File: src/rtl/t16_pkg.sv
// Shared definitions for the tiny16 execute controller: opcodes, ALU op codes,
// flag bit positions, branch conditions and the controller state encoding.
package t16_pkg;

  localparam logic [3:0] OPC_ADD   = 4'h0;
  localparam logic [3:0] OPC_SUB   = 4'h1;
  localparam logic [3:0] OPC_AND   = 4'h2;
  localparam logic [3:0] OPC_OR    = 4'h3;
  localparam logic [3:0] OPC_SHIFT = 4'h4;
  localparam logic [3:0] OPC_LDUI  = 4'h5;
  localparam logic [3:0] OPC_LDLI  = 4'h6;
  localparam logic [3:0] OPC_CMP   = 4'h7;
  localparam logic [3:0] OPC_BCC   = 4'h8;

  localparam logic [2:0] ALU_ADD   = 3'd0;
  localparam logic [2:0] ALU_SUB   = 3'd1;
  localparam logic [2:0] ALU_AND   = 3'd2;
  localparam logic [2:0] ALU_OR    = 3'd3;
  localparam logic [2:0] ALU_SHIFT = 3'd4;
  localparam logic [2:0] ALU_LDUI  = 3'd5;

  // Flags are packed {z,c,n,v}
  localparam int FLAG_Z = 3;
  localparam int FLAG_C = 2;
  localparam int FLAG_N = 1;
  localparam int FLAG_V = 0;

  localparam logic [2:0] COND_ALWAYS = 3'd0;
  localparam logic [2:0] COND_Z      = 3'd1;
  localparam logic [2:0] COND_NZ     = 3'd2;
  localparam logic [2:0] COND_C      = 3'd3;
  localparam logic [2:0] COND_NC     = 3'd4;
  localparam logic [2:0] COND_N      = 3'd5;
  localparam logic [2:0] COND_NN     = 3'd6;
  localparam logic [2:0] COND_V      = 3'd7;

  typedef enum logic [1:0] {
    ST_IDLE = 2'd0,
    ST_READ = 2'd1,
    ST_EXEC = 2'd2,
    ST_WB   = 2'd3
  } state_t;

  function automatic logic cond_met(input logic [2:0] cond, input logic [3:0] f);
    logic hit;
    hit = 1'b0;
    case (cond)
      COND_ALWAYS: hit = 1'b1;
      COND_Z:      hit = f[FLAG_Z];
      COND_NZ:     hit = ~f[FLAG_Z];
      COND_C:      hit = f[FLAG_C];
      COND_NC:     hit = ~f[FLAG_C];
      COND_N:      hit = f[FLAG_N];
      COND_NN:     hit = ~f[FLAG_N];
      COND_V:      hit = f[FLAG_V];
      default:     hit = 1'b0;
    endcase
    return hit;
  endfunction

  function automatic logic writes_rd(input logic [3:0] opc);
    return opc <= OPC_LDLI;
  endfunction

  function automatic logic updates_flags(input logic [3:0] opc);
    return opc <= OPC_CMP;
  endfunction

endpackage

File: src/rtl/t16_regfile.sv
// 8x16 register file: two operand read ports, one debug read port and one
// synchronous write port. r0 always reads zero and ignores writes.
module t16_regfile
  import t16_pkg::*;
(
  input  logic        clk,
  input  logic        rst,
  input  logic        i_we,
  input  logic [2:0]  i_waddr,
  input  logic [15:0] i_wdata,
  input  logic [2:0]  i_raddr1,
  input  logic [2:0]  i_raddr2,
  input  logic [2:0]  i_dbg_addr,
  output logic [15:0] o_rdata1,
  output logic [15:0] o_rdata2,
  output logic [15:0] o_dbg_data
);

  logic [15:0] r_mem [8];

  always_ff @(posedge clk) begin
    if (rst) begin
      for (int i = 0; i < 8; i++) r_mem[i] <= '0;
    end else if (i_we && (i_waddr != 3'd0)) begin
      r_mem[i_waddr] <= i_wdata;
    end
  end

  // Reads are combinational, so a same-cycle write is seen only after the edge
  assign o_rdata1   = (i_raddr1   == 3'd0) ? 16'h0000 : r_mem[i_raddr1];
  assign o_rdata2   = (i_raddr2   == 3'd0) ? 16'h0000 : r_mem[i_raddr2];
  assign o_dbg_data = (i_dbg_addr == 3'd0) ? 16'h0000 : r_mem[i_dbg_addr];

endmodule

File: src/rtl/t16_exec.sv
// tiny16 execute controller: accepts one instruction per four cycles, drives an
// external ALU, captures its result and flags, and writes back or branches.
module t16_exec
  import t16_pkg::*;
(
  input  logic        clk,
  input  logic        rst,
  input  logic        instr_valid,
  output logic        instr_ready,
  input  logic [15:0] instr,
  output logic [2:0]  alu_op,
  output logic [15:0] alu_in1,
  output logic [15:0] alu_in2,
  input  logic [15:0] alu_out,
  input  logic [3:0]  alu_flags,
  output logic        done,
  output logic        illegal,
  output logic        br_taken,
  output logic [7:0]  br_offset,
  output logic [3:0]  flags,
  input  logic [2:0]  dbg_addr,
  output logic [15:0] dbg_data
);

  state_t      r_state;
  logic [15:0] r_instr;
  logic [2:0]  r_alu_op;
  logic [15:0] r_alu_in1;
  logic [15:0] r_alu_in2;
  logic [15:0] r_result;
  logic [3:0]  r_alu_flags;
  logic [3:0]  r_flags;
  logic        r_done;
  logic        r_illegal;
  logic        r_br_taken;
  logic [7:0]  r_br_offset;

  logic [3:0]  w_opc;
  logic [2:0]  w_rd;
  logic [7:0]  w_imm;
  logic [15:0] w_rdata1;
  logic [15:0] w_rdata2;
  logic        w_we;

  assign w_opc = r_instr[15:12];
  assign w_rd  = r_instr[11:9];
  assign w_imm = r_instr[7:0];
  assign w_we  = (r_state == ST_WB) && writes_rd(w_opc);

  t16_regfile u_regfile (
    .clk        (clk),
    .rst        (rst),
    .i_we       (w_we),
    .i_waddr    (w_rd),
    .i_wdata    (r_result),
    .i_raddr1   (r_instr[8:6]),
    .i_raddr2   (r_instr[5:3]),
    .i_dbg_addr (dbg_addr),
    .o_rdata1   (w_rdata1),
    .o_rdata2   (w_rdata2),
    .o_dbg_data (dbg_data)
  );

  always_ff @(posedge clk) begin
    if (rst) begin
      r_state     <= ST_IDLE;
      r_instr     <= '0;
      r_alu_op    <= '0;
      r_alu_in1   <= '0;
      r_alu_in2   <= '0;
      r_result    <= '0;
      r_alu_flags <= '0;
      r_flags     <= '0;
      r_done      <= 1'b0;
      r_illegal   <= 1'b0;
      r_br_taken  <= 1'b0;
      r_br_offset <= '0;
    end else begin
      r_done     <= 1'b0;
      r_illegal  <= 1'b0;
      r_br_taken <= 1'b0;
      case (r_state)
        ST_IDLE: begin
          if (instr_valid) begin
            r_instr <= instr;
            r_state <= ST_READ;
          end
        end
        ST_READ: begin
          // Branches and illegal opcodes leave the ALU port untouched
          case (w_opc)
            OPC_ADD, OPC_SUB, OPC_AND, OPC_OR, OPC_SHIFT: begin
              r_alu_op  <= w_opc[2:0];
              r_alu_in1 <= w_rdata1;
              r_alu_in2 <= w_rdata2;
            end
            OPC_LDUI: begin
              r_alu_op  <= ALU_LDUI;
              r_alu_in1 <= '0;
              r_alu_in2 <= {8'h00, w_imm};
            end
            OPC_LDLI: begin
              r_alu_op  <= ALU_OR;
              r_alu_in1 <= '0;
              r_alu_in2 <= {8'h00, w_imm};
            end
            OPC_CMP: begin
              r_alu_op  <= ALU_SUB;
              r_alu_in1 <= w_rdata1;
              r_alu_in2 <= w_rdata2;
            end
            default: ;
          endcase
          r_state <= ST_EXEC;
        end
        ST_EXEC: begin
          // The ALU latched its flags at the mid-cycle negedge; both are stable here
          r_result    <= alu_out;
          r_alu_flags <= alu_flags;
          r_state     <= ST_WB;
        end
        ST_WB: begin
          r_done <= 1'b1;
          if (updates_flags(w_opc)) r_flags <= r_alu_flags;
          if (w_opc == OPC_BCC) begin
            r_br_offset <= w_imm;
            r_br_taken  <= cond_met(w_rd, r_flags);
          end
          if (w_opc > OPC_BCC) r_illegal <= 1'b1;
          r_state <= ST_IDLE;
        end
        default: r_state <= ST_IDLE;
      endcase
    end
  end

  assign instr_ready = (r_state == ST_IDLE);
  assign alu_op      = r_alu_op;
  assign alu_in1     = r_alu_in1;
  assign alu_in2     = r_alu_in2;
  assign done        = r_done;
  assign illegal     = r_illegal;
  assign br_taken    = r_br_taken;
  assign br_offset   = r_br_offset;
  assign flags       = r_flags;

endmodule
File: config.mk
export PLATFORM = sky130hd
export DESIGN_NAME = t16_exec
export DESIGN_NICKNAME = d
export VERILOG_FILES = /design/src/rtl/t16_pkg.sv /design/src/rtl/t16_regfile.sv /design/src/rtl/t16_exec.sv
export SDC_FILE = /design/constraint.sdc
export NUM_CORES = 1
export LEC_CHECK = 0
export BUFFER_PORTS_ARGS = -buffer_cell sky130_fd_sc_hd__buf_4
export CORE_UTILIZATION = 55
export CTS_CLUSTER_SIZE = 30
export DETAILED_ROUTE_END_ITERATION = 10
export GPL_ROUTABILITY_DRIVEN = 0
export GPL_TIMING_DRIVEN = 0
export PLACE_DENSITY = 0.73
export REMOVE_ABC_BUFFERS = 1
export SLEW_MARGIN = 20
export SYNTH_ARGS = -nofsm -noshare
export SYNTH_HDL_FRONTEND = slang
export SYNTH_HIERARCHICAL = 1
export SYNTH_SLANG_ARGS = --single-unit
File: constraint.sdc
create_clock -name clk -period 3.49 [get_ports clk]
set_clock_uncertainty 0.1 [all_clocks]
set_input_delay 0.5235 -clock clk [delete_from_list [all_inputs] [get_ports clk]]
set_output_delay 0.5235 -clock clk [all_outputs]
set_load 0.03 [all_outputs]
; ---- Word level (Yosys, flattened, before mapping)
; Memories as Yosys holds them, arrays and structs flattened. A register that Yosys moved wholly into a read port is not among the register bits.
; Cells that the tools add are included.
[totals]
reg_bits = 88
mem_bits_rw = 128
input_bits = 42
out_inout_bits = 67
word_cells = 85
mem_count = 1
[memory_table]
columns = name, words, word_bits, rd, rd_clocked_by_memory_dff, write_ports, line
row1 = u_regfile.r_mem, 8, 16, 3, 2, 8, t16_regfile.sv:19  ; logic [15:0] r_mem [8];
[classes]
n_lt_le_gt_ge = 3
eq_ne = 19
muxes = 23
bitwise_logic = 5
reduce_logical = 22
[ops]
columns = cell, n
row1 = 16-bit two-way mux, 4
row2 = 16-bit case mux with 2 select lines, 2
row3 = "4-bit by 3-bit == test with 1-bit output, second input constant", 4
row4 = 16-bit OR reduction, 1
row5 = 3-bit two-way mux, 5
row6 = "3-bit == test, second input constant", 4
row7 = 3-bit logical NOT, 4
row8 = 3-bit case mux with 4 select lines, 1
row9 = 2-bit AND reduction, 5
row10 = "4-bit by 2-bit == test with 1-bit output, second input constant", 2
row11 = "4-bit by 3-bit less-or-equal comparator with 1-bit output, second input constant", 2
row12 = 1-bit two-way mux, 8
row13 = 1-bit case mux with 8 select lines, 1
row14 = 2-bit case mux with 4 select lines, 1
row15 = "3-bit by 2-bit == test with 1-bit output, second input constant", 2
row16 = 6-bit OR reduction, 1
row17 = 1-bit inverter, 5
row18 = 5-bit OR reduction, 1
row19 = "2-bit == test, second input constant", 2
row20 = "4-bit by 1-bit == test with 1-bit output, second input constant", 1
row21 = "4-bit == test, second input constant", 1
row22 = "4-bit > comparator, second input constant", 1
row23 = 4-bit logical NOT, 1
row24 = 4-bit nonzero test, 1
row25 = 10 further kinds, 12

; ---- Longest topological paths before layout
; Gate-level depths: netlist of run 1.
[logic_depth]
depth_word = 8
ltp_mapped = 9
mapped_depth_nobuf = 7

; ---- By module
; The synthesis of run 1 kept the hierarchy.
[by_module_without_submodules]
columns = mod, n_inst, cells_per_inst, area_per_inst_um2, seq_area_each_um2
row1 = t16_regfile, 1, 568, 7193.1, 3363.2
row2 = t16_exec, 1, 393, 3482.1, 1761.7

; ---- Worst setup path after synthesis of run 1
; Ideal clock, no wire load.
[synth_path]
kind = flip-flop to flip-flop
start = register r_state[0]
end = memory u_regfile.r_mem[5][0], enable pin
setup_time_ns = 0.373
arrival_time_ns = 2.276
required_ns = 3.017
slack_ns = 0.741
stages_incl_launch_ff = 9
n_path_buf = 1
path_cell_list = dfxtp_1 ha_1 nor2b_1 clkbuf_1 inv_1 a31oi_1 or3b_4 nor2_4 or2_1
[synth_rtl]
columns = item, line
row1 = "start, declared", t16_exec.sv:25  ; state_t r_state;
row2 = "start signal, assigned", t16_exec.sv:66  ; r_state <= ST_IDLE;
row3 = "start signal, assigned", t16_exec.sv:86  ; r_state <= ST_READ;
row4 = "start signal, assigned", t16_exec.sv:114  ; r_state <= ST_EXEC;
row5 = "end, declared", t16_regfile.sv:19

; ---- Worst setup path after layout of run 1
[layout_path]
start = input dbg_addr[0]
end = output dbg_data[7]
[layout_between]
elab_chain_cells = 2
elab_cells_between_ends = 3
cone_classes = 1 x mux / 1 x reduce/logical / 1 x memory
[layout_rtl]
columns = item, line
row1 = "start, declared", t16_exec.sv:21  ; input logic [2:0] dbg_addr,
row2 = memory 8 x 16 bit or 3-bit logical NOT (tied branches), --
row3 = 16-bit two-way mux *, t16_regfile.sv:32  ; assign o_dbg_data = (i_dbg_addr == 3'd0) ? 16'h0000 : r_mem[i_dbg_addr];
row4 = "end, declared", t16_exec.sv:22  ; output logic [15:0] dbg_data
; Mark *: on every way between the ends. The rest lies on a longest branch, timed or not.

==> out/metrics.cfg, run 1 <==
[clocking]
cts.hold.buffers_added = 0
cts_max_path_buffers = 2
htree_levels = 4
insertion_delay_ps = 430
clk_root_buffer_cell = sky130_fd_sc_hd__clkbuf_16
cts_sinks = 200
clkTransAtPathRegs_ps = 70
cts_tree = built
cts-buffers-inserted = 17

[floorplan]
initial_core_util = 0.565
io_pins = 109
floorplan.rows = 50
die_height_um = 141
dieArea_um2 = 20000
die_x_um = 141
core_region_area_um2 = 18900

[timing]
finalWorstPathRequiredPeriod_ps = 3420
slew-limit-headroom = 0.228
peak_clock_frequency_supported_by_timing_mhz = 293
setup_viol = 0
fin_crit_share = 0.979
rsz_0062_raised_after_global_routing = false
worstMarginPinSlew_ps = 1160
final-max-slew-violation-count = 0
hold_violations = 0
totalNegativeSetupSlack_ps = 0

[route]
drt_drc_violations_left = 0
detail-route-antenna-nets = 0
drtPass1Iterations = 6
met2_length_um = 14600
wirelength_um = 29400
avgRoutedWirePerCell_um = 22.9
vias = 8114
routed.top_layer = met4
wl_met3_um = 1910
detail_route.wirelength.met1_um = 12200
vias_per_cell = 6.31
dr.first_iter.drc_count = 780

[placement]
place_inst = 1247
hpwlAfterDp_um = 17200
port-buffer-count = 108

[worst_setup_path]
critPathArrivalTime_ps = 2790
crit_path_end_kind = output pin
timing.critical_path.slowest_stage_cell = sky130_fd_sc_hd__nand2b_1
critical_path.cell_chain = buf_4 > nand2b_1 > a211oi_1 > a311oi_1 > buf_4
startpoint_type = primary input
crit_path_frequent_cell = sky130_fd_sc_hd__buf_4
critPathMaxFanout = 34
critical-path-max-stage-delay_ps = 930
worst-setup-path-type = in2out
required_ps = 2870

[pwr]
fin_total_pwr_mw = 7.06
power.net_switching_mw = 2.45
clkPwrFrac = 0.276
power_density_nw_per_um2 = 582
power_frac_seq = 0.434
internal_power_mw = 4.61
power_frac_comb = 0.290
power.ir.vdd_worst_uv = 369
total_leakage_power_nw = 4.37
net_sw_frac = 0.347

[logic_synthesis]
ys_async_rst_share = 0
synth_area_um2 = 10700
netlist_instances = 961
synth_commonest_cells = 116 x sky130_fd_sc_hd__and2_1, 112 x sky130_fd_sc_hd__edfxtp_1, 106 x sky130_fd_sc_hd__mux2i_1
synth.yosys.seq_area_share = 0.480
netlist-cell-type-count = 46
ys.warnings.count = 6
synthMostInstantiatedCell = sky130_fd_sc_hd__and2_1
synth.top_cells.by_area = sky130_fd_sc_hd__edfxtp_1 32%, sky130_fd_sc_hd__dfxtp_1 17%, sky130_fd_sc_hd__mux2i_1 9.9%
syn_avg_cell_area_um2 = 11.1
yosys.area.top_type_share = 0.315
number_of_register_bits_inferred_by_synthesis = 200
synth-edff-count = 112
synthDominantAreaCellType = sky130_fd_sc_hd__edfxtp_1
synth_top_flop_cell = sky130_fd_sc_hd__edfxtp_1

[global_routing]
grt_max_degree = 97
groute.usage.overall = 0.299
global_route.overflow_total = 0
grt_antenna_before_repair = 0
grt_pass1_vias = 7669
global_route_wire_length_before_repair_um = 44200

[finish]
antenna_cells_inserted = 0
area.growth.synth_to_final_pct = 13.7
layoutNonFillerInstCount = 1286
num-fill-cells = 1520
layout.area.seq_um2 = 5130
multi_input_comb_area_um2 = 5040
layout.nets = 1059
final_layout_size_suffix_gt1_frac = 0.205

[flow_run]
drv.max_cap_violation_count = 0

[hold_path]
worstHoldPathType = in2reg

[run_status]
status = finished clean

-- final timing paths --
kind / startpoint / end / slack (ps) / depth (start not counted)
max: dbg_addr[0] / dbg_data[7] / 70 / 5
min: alu_out[5] / r_result[5] / 220 / 3
max reg2reg: r_state[1] / u_regfile/r_mem[1][11] / 140 / 7
min reg2reg: alu_in1[6] / alu_in1[6] / 350 / 2
-- worst max-delay path: cells and delay by family --
family / cells / cell delay, ps
and+or+nand+nor: 1 / 930
buffers and inverters: 2 / 670
AOI/OAI and AO/OA: 2 / 640
-- stage by stage --
step                      setup WS (ps)   util  hold WS [ps]  instance area, µm²
after floorplan                     239      -           344               10100
after global placement            -1090  0.596           338               11300
after detailed placement           -632  0.607           344               11500
after CTS                          24.1  0.639           210               12100
after global routing               55.1  0.642           218               12100
final                              74.9  0.642           216               12100
-- what timing repair did --
action / in CTS / in global routing
buffers inserted: 1 / 6
setup endpoints to repair: 112 / 81
cloned: 0 / 0
pin swaps: 1 / 1
resized for setup: 7 / 5
-- logic make-up after synthesis --
group,synth area share
AND/OR/NAND/NOR,0.149
buffers and inverters,0.0531
AO/OA/AOI/OAI,0.157
multiplexers,0.152
XOR/XNOR,0.00410
flip-flops,0.480
adder cells (fa/ha/maj),0.00469
-- power by group through the flow --
| stage | Sequential [mW] | Combinational [mW] | Clock, mW |
|---|---|---|---|
| floorplan | 3.19 | 1.10 | 0 |
| global placement | 3.15 | 1.87 | 0 |
| detailed placement | 3.10 | 2.03 | 0 |
| CTS | 3.05 | 2.03 | 1.97 |
| global route | 3.10 | 2.19 | 2.05 |
| finish | 3.06 | 2.05 | 1.95 |
-- final cells by class --
class	instances	share of cell area
tap	260	0.0268
timing repair buffer	123	0.0846
sequential	200	0.423
inverter	5	0.00155
multi-input combinational	666	0.416
clock inverter	4	0.00217
clock buffer	28	0.0462
-- registers in the layout (all words and copies together), names as in the netlist, 2 cells and up --
register / count
alu_in2: 16
r_result: 16
br_offset: 8
r_alu_flags: 4
alu_op: 3
u_regfile/r_mem: 112
r_instr: 16
r_state: 2
flags: 4
alu_in1: 16
-- cells in the final DEF, fill, tap and decap left out, types with 7 or more instances in the layout --
master                      Yosys  final
sky130_fd_sc_hd__mux2_1        43     43
sky130_fd_sc_hd__nand2_1       64     64
sky130_fd_sc_hd__nor2b_1       24     18
sky130_fd_sc_hd__mux2_2         7      7
sky130_fd_sc_hd__a311oi_1      24     24
sky130_fd_sc_hd__a221oi_1      60     60
sky130_fd_sc_hd__a211oi_1      20     20
sky130_fd_sc_hd__clkbuf_16      0     20
sky130_fd_sc_hd__nand3_1       18     18
sky130_fd_sc_hd__nor2_1        38     36
sky130_fd_sc_hd__edfxtp_1     112    112
sky130_fd_sc_hd__dfxtp_1       88     84
sky130_fd_sc_hd__a221oi_2      16     16
sky130_fd_sc_hd__and2_1       116    116
sky130_fd_sc_hd__o21ai_0       16     16
sky130_fd_sc_hd__o211ai_1      24     24
sky130_fd_sc_hd__a21oi_1       51     51
sky130_fd_sc_hd__mux2i_1      106    106
sky130_fd_sc_hd__buf_4          9    114
-- routing by layer --
layer | global-route usage | up-vias
met5 | 0 | -
met4 | 0.130 | 0
met3 | 0.0445 | 64
met2 | 0.493 | 358
met1 | 0.391 | 3997
li1 | - | 3695
Note: power is estimated with default switching activity, not from simulation.
==> run 2: changes to the inputs <==
--- a/config.mk
+++ b/config.mk
@@ -6,6 +6,7 @@
 export NUM_CORES = 1
 export LEC_CHECK = 0
 export BUFFER_PORTS_ARGS = -buffer_cell sky130_fd_sc_hd__buf_4
+export CORE_ASPECT_RATIO = 2
 export CORE_UTILIZATION = 55
 export CTS_CLUSTER_SIZE = 30
 export DETAILED_ROUTE_END_ITERATION = 10
==> out/metrics.cfg, run 2 (synthesis gave the netlist of run 1 again) <==
[run_status]
status = finished clean

[timing]
postLayoutSetupSlackWorst_ps = 101  ; +25.9 ps
slew-limit-headroom = 0.235  ; +0.00729
finalWorstPathRequiredPeriod_ps = 3390  ; -25.9 ps
setup_viol = 0  ; unchanged
fin_crit_share = 0.971  ; -0.00742
rsz_0062_raised_after_global_routing = false
peak_clock_frequency_supported_by_timing_mhz = 295  ; +0.76%
hold_violations = 0  ; unchanged
worstMarginPinSlew_ps = 1150  ; -12.5 ps
totalNegativeSetupSlack_ps = 0  ; unchanged
final-max-slew-violation-count = 0  ; unchanged

[placement]
pre_cts_slack_ps = -720  ; -88.7 ps
place_inst = 1242  ; -0.40%
placed_area_um2 = 11400  ; -0.18%
port-buffer-count = 108  ; unchanged
hpwlAfterDp_um = 18200  ; +6.2%

[worst_setup_path]
reg2reg_setup_slack_ps = 100  ; -40 ps
critical-path-max-stage-delay_ps = 500  ; -430 ps
required_ps = 3490  ; +620 ps
top_delay_family_on_crit_path = simple AND/OR/NAND/NOR gates
cp_num_cells = 7  ; +2
timing.critical_path.slowest_stage_cell = sky130_fd_sc_hd__or3b_4
critPathMaxFanout = 17  ; -50%
r2r_start = r_state[0]
critPathArrivalTime_ps = 3390  ; +600 ps
crit_path_end_kind = flip-flop
critPathBufInv = 1  ; -1
worst-setup-path-type = reg2reg
timing.reg2reg.worst_path_depth = 7  ; unchanged
critical_path.cell_chain = ha_1 > nor2b_2 > inv_1 > a31oi_1 > or3b_4 > nor2_4 > or2_4
startpoint_type = flip-flop
crit-reg2reg-capture = u_regfile/r_mem[1][7]

[hold_path]
holdCritStartpoint = alu_out[15]
timing.hold.worst_path_depth = 3  ; unchanged
min_delay_worst_endpoint = r_result[15]
worstHoldPathType = in2reg

[finish]
final_layout_size_suffix_gt1_frac = 0.206  ; +0.000975
layout.nets = 1059  ; unchanged
flip_flop_count_of_the_largest_register_after_layout = 112  ; unchanged
final_core_util = 0.638  ; -0.00461
multi_input_comb_area_um2 = 5040  ; about the same
post-route-cell-area_um2 = 12100  ; -0.57%
antenna_cells_inserted = 0  ; unchanged
num-fill-cells = 1581  ; +4.0%
final_cell_mix = 116 x sky130_fd_sc_hd__and2_1, 113 x sky130_fd_sc_hd__buf_4, 112 x sky130_fd_sc_hd__edfxtp_1
final_common_cell = sky130_fd_sc_hd__and2_1
layoutNonFillerInstCount = 1281  ; -0.39%
regMostFlops = u_regfile/r_mem
layout.area.seq_um2 = 5130  ; unchanged
area.growth.synth_to_final_pct = 13.0

[floorplan]
initial_core_util = 0.564  ; -0.000859
dieArea_um2 = 20000  ; +0.16%
core_region_area_um2 = 18900  ; +0.15%
io_pins = 109  ; unchanged
die_height_um = 199  ; +41%
die_x_um = 101  ; -29%
floorplan.rows = 71  ; +42%

[pwr]
power.ir.vdd_worst_uv = 609  ; +65%
total_leakage_power_nw = 4.33  ; -0.87%
power_density_nw_per_um2 = 574  ; -1.3%

[clocking]
cts.hold.buffers_added = 0  ; unchanged
htree_levels = 4  ; unchanged
cts-buffers-inserted = 17  ; unchanged
clk_root_buffer_cell = sky130_fd_sc_hd__clkbuf_16
cts_max_path_buffers = 2  ; unchanged
clkTransAtPathRegs_ps = 70  ; about the same
insertion_delay_ps = 440  ; about the same
cts_tree = built
cts_sinks = 200  ; unchanged

[route]
vias = 8280  ; +2.0%
drtPass1Iterations = 6  ; unchanged
wirelength_um = 30500  ; +3.6%
dr.first_iter.drc_count = 660  ; -15%
avgRoutedWirePerCell_um = 23.8  ; +4.0%
vias_per_cell = 6.46  ; +2.4%
drt_drc_violations_left = 0  ; unchanged
detail-route-antenna-nets = 0  ; unchanged

[global_routing]
grt_antenna_before_repair = 0  ; unchanged
grt_max_degree = 97  ; unchanged
global_route.overflow_total = 0  ; unchanged
global_route_wire_length_before_repair_um = 45300  ; +2.7%
groute.usage.overall = 0.311  ; +0.0127
grt_pass1_vias = 8048  ; +4.9%

[flow_run]
drv.max_cap_violation_count = 0  ; unchanged

## run 2: worst register-to-register path, stage by stage (launching register included)
cell	delay, ps
sky130_fd_sc_hd__dfxtp_1	400
sky130_fd_sc_hd__ha_1	240
sky130_fd_sc_hd__nor2b_2	420
sky130_fd_sc_hd__inv_1	80
sky130_fd_sc_hd__a31oi_1	430
sky130_fd_sc_hd__or3b_4	500
sky130_fd_sc_hd__nor2_4	450
sky130_fd_sc_hd__or2_4	430
## run 2: worst max path at each step
stage	startpoint	slack (ps)	to
after floorplan	r_instr[6]	240	alu_in1[0]
after global placement	r_instr[6]	-1360	alu_in1[1]
after detailed placement	r_state[0]	-720	u_regfile/r_mem[5][6]
after CTS	r_state[0]	7	u_regfile/r_mem[2][5]
after global routing	r_state[0]	100	u_regfile/r_mem[1][5]
final	r_state[0]	100	u_regfile/r_mem[1][7]
## run 2: final cells by class
class | count | share of cell area
multi-input cells | 666 | 0.418
inverters | 5 | 0.00156
flip-flops and latches | 200 | 0.426
clock buffers | 21 | 0.0383
clock inverters | 11 | 0.00601
repair buffers | 123 | 0.0844
well taps | 255 | 0.0264
## run 2: report_power, final
group          internal (mW)  leakage [nW]  switching (mW)
clock network          0.951         0.257           0.860
logic                  0.785          2.20            1.26
registers               2.71          1.87           0.365
## run 2: through the flow
step,hold slack (ps),total power [mW]
2_1_floorplan,344,4.29
3_3_place_gp,338,5.06
3_5_place_dp,343,5.15
4_1_cts,212,6.93
5_1_grt,220,7.22
6_report,219,6.93
## run 2: what timing repair did
action	CTS	global route
buffers inserted	1	5
gates resized for setup	8	3
endpoints found under the setup margin	96	49
pin swaps	1	2
## run 2: metal layers
metal	up-vias	GRT usage	wire length, µm
met5	-	0	0
met4	0	0.160	1380
met3	107	0.0555	2480
met2	476	0.556	15800
met1	3994	0.348	10800
li1	3703	-	-
==> run 3: changes to the inputs <==
==> constraint.sdc (replaced) <==
create_clock -name clk -period 3.49 [get_ports clk]
set_clock_uncertainty 0.1 [all_clocks]
set_input_delay 0.698 -clock clk [delete_from_list [all_inputs] [get_ports clk]]
set_output_delay 0.698 -clock clk [all_outputs]
set_load 0.03 [all_outputs]
==> out/metrics.cfg, run 3 (synthesis gave the netlist of run 1 again) <==
[global_routing]
grt_pass1_vias = 8047  ; -0.012%
global_route_wire_length_before_repair_um = 45300  ; -0.12%
grt_antenna_before_repair = 0  ; unchanged
global_route.overflow_total = 0  ; unchanged
grt_max_degree = 97  ; unchanged
groute.usage.overall = 0.311  ; -0.000374

[timing]
peak_clock_frequency_supported_by_timing_mhz = 289  ; -2.1%
finalWorstPathRequiredPeriod_ps = 3460  ; +71.2 ps
fin_crit_share = 0.992  ; +0.0204
totalNegativeSetupSlack_ps = 0  ; unchanged
hold_violations = 0  ; unchanged
setup_viol = 0  ; unchanged
worstMarginPinSlew_ps = 1230  ; +88.8 ps
slew-limit-headroom = 0.177  ; -0.0581
final-max-slew-violation-count = 0  ; unchanged

[hold_path]
worstHoldPathType = reg2reg
timing.hold.worst_path_depth = 2  ; -1
min_delay_worst_endpoint = alu_in2[8]
holdCritStartpoint = alu_in2[8]

[worst_setup_path]
reg2reg_setup_slack_ps = 120  ; +20 ps
timing.critical_path.slowest_stage_cell = sky130_fd_sc_hd__a311oi_1
critical-path-max-stage-delay_ps = 560  ; +60 ps
timing.reg2reg.worst_path_depth = 7  ; unchanged
required_ps = 2690  ; -800 ps
critical_path.cell_chain = buf_6 > nor2b_4 > a221oi_1 > a311oi_1 > buf_4
critPathBufInv = 2  ; +1
critPathArrivalTime_ps = 2660  ; -730 ps
top_delay_family_on_crit_path = buffers and inverters
r2r_start = r_state[0]
cp_num_cells = 5  ; -2
crit-reg2reg-capture = u_regfile/r_mem[1][7]
startpoint_type = primary input
crit_path_end_kind = output pin
critPathMaxFanout = 65  ; +48
worst-setup-path-type = in2out

[finish]
final_cell_mix = 116 x sky130_fd_sc_hd__and2_1, 113 x sky130_fd_sc_hd__buf_4, 112 x sky130_fd_sc_hd__edfxtp_1
final_common_cell = sky130_fd_sc_hd__and2_1
flip_flop_count_of_the_largest_register_after_layout = 112  ; unchanged
final_core_util = 0.637  ; about the same
regMostFlops = u_regfile/r_mem
final_layout_size_suffix_gt1_frac = 0.205  ; -0.000775
layout.nets = 1058  ; -0.094%
area.growth.synth_to_final_pct = 13.0  ; about the same
post-route-cell-area_um2 = 12100  ; about the same
antenna_cells_inserted = 0  ; unchanged
num-fill-cells = 1582  ; +0.063%

[floorplan]
initial_core_util = 0.564  ; unchanged
dieArea_um2 = 20000  ; unchanged
io_pins = 109  ; unchanged
die_height_um = 199  ; unchanged
core_region_area_um2 = 18900  ; unchanged
die_x_um = 101  ; unchanged
floorplan.rows = 71  ; unchanged

[pwr]
fin_total_pwr_mw = 6.93  ; about the same
total_leakage_power_nw = 4.33  ; about the same
power_density_nw_per_um2 = 575  ; about the same
power.ir.vdd_worst_uv = 608  ; -0.20%

[route]
avgRoutedWirePerCell_um = 23.7  ; -0.35%
vias_per_cell = 6.44  ; -0.39%
wirelength_um = 30400  ; -0.43%
vias = 8241  ; -0.47%
dr.first_iter.drc_count = 671  ; +1.7%
drt_drc_violations_left = 0  ; unchanged
drtPass1Iterations = 5  ; -1
detail-route-antenna-nets = 0  ; unchanged

[placement]
hpwlAfterDp_um = 18200  ; unchanged
placed_area_um2 = 11400  ; unchanged
port-buffer-count = 108  ; unchanged

[clocking]
insertion_delay_ps = 440  ; about the same
clk_root_buffer_cell = sky130_fd_sc_hd__clkbuf_16
cts_max_path_buffers = 2  ; unchanged
cts_tree = built
htree_levels = 4  ; unchanged
cts_sinks = 200  ; unchanged
cts-buffers-inserted = 17  ; unchanged
clkTransAtPathRegs_ps = 70  ; about the same

[flow_run]
drv.max_cap_violation_count = 0  ; unchanged

[run_status]
status = finished clean

run 3: cell types whose count changed in the layout (fill, tap and decap cells not counted):
cell	delta
sky130_fd_sc_hd__buf_8	-1
sky130_fd_sc_hd__nand2b_2	-1
sky130_fd_sc_hd__nand2b_4	+1
sky130_fd_sc_hd__nor2b_2	-1
sky130_fd_sc_hd__nor2b_4	+1
run 3: timing repair:
| action | CTS | global route |
|---|---|---|
| pin swaps | 0 | 2 |
| gates resized for setup | 10 | 3 |
| endpoints found under the hold margin | 0 | 0 |
| hold buffers | 0 | 0 |
| setup endpoints to repair | 108 | 53 |
| setup buffers | 1 | 5 |
run 3: tightest hold or removal path: cells and delay by family (launching register included):
kind            cells  cell delay (ps)
compound gates      1               50
flops               1              310
simple gates        1               50
run 3: how the worst max path moves through the flow:
stage | startpoint | to | slack (ps)
2_1_floorplan | r_instr[6] | alu_in1[0] | 240
5_1_grt | dbg_addr[1] | dbg_data[1] | -2
6_report | dbg_addr[1] | dbg_data[1] | 30
3_5_place_dp | r_state[0] | u_regfile/r_mem[5][6] | -720
4_1_cts | r_state[0] | u_regfile/r_mem[2][5] | 7
3_3_place_gp | r_instr[6] | alu_in1[1] | -1360
run 3: layout make-up:
cell class / count / area [µm²] / share of cell area
Multi-Input combinational cell: 666 / 5050 / 0.419
Timing Repair Buffer: 122 / 1000 / 0.0832
Clock buffer: 21 / 462 / 0.0383
Clock inverter: 11 / 72.6 / 0.00602
Tap cell: 255 / 319 / 0.0265
Sequential cell: 200 / 5130 / 0.426
Inverter: 5 / 18.8 / 0.00156
run 3: routing by layer:
metal | vias up | wire [µm] | GRT usage
li1 | 3701 | - | -
met1 | 4009 | 10800 | 0.348
met2 | 434 | 15900 | 0.556
met3 | 97 | 2320 | 0.0545
met4 | 0 | 1330 | 0.158
met5 | - | 0 | 0
run 3: power breakdown:
part           switching (mW)  internal (mW)
sequential              0.365           2.71
combinational            1.26          0.785
clock                   0.860          0.951
run 3: through the flow:
step,setup slack [ps],hold slack [ps],instances
3_5_place_dp,-720,343,1242
3_3_place_gp,-1360,338,1234
4_1_cts,6.71,353,1275
6_report,29.6,350,1280
5_1_grt,-1.76,366,1280
2_1_floorplan,239,344,871
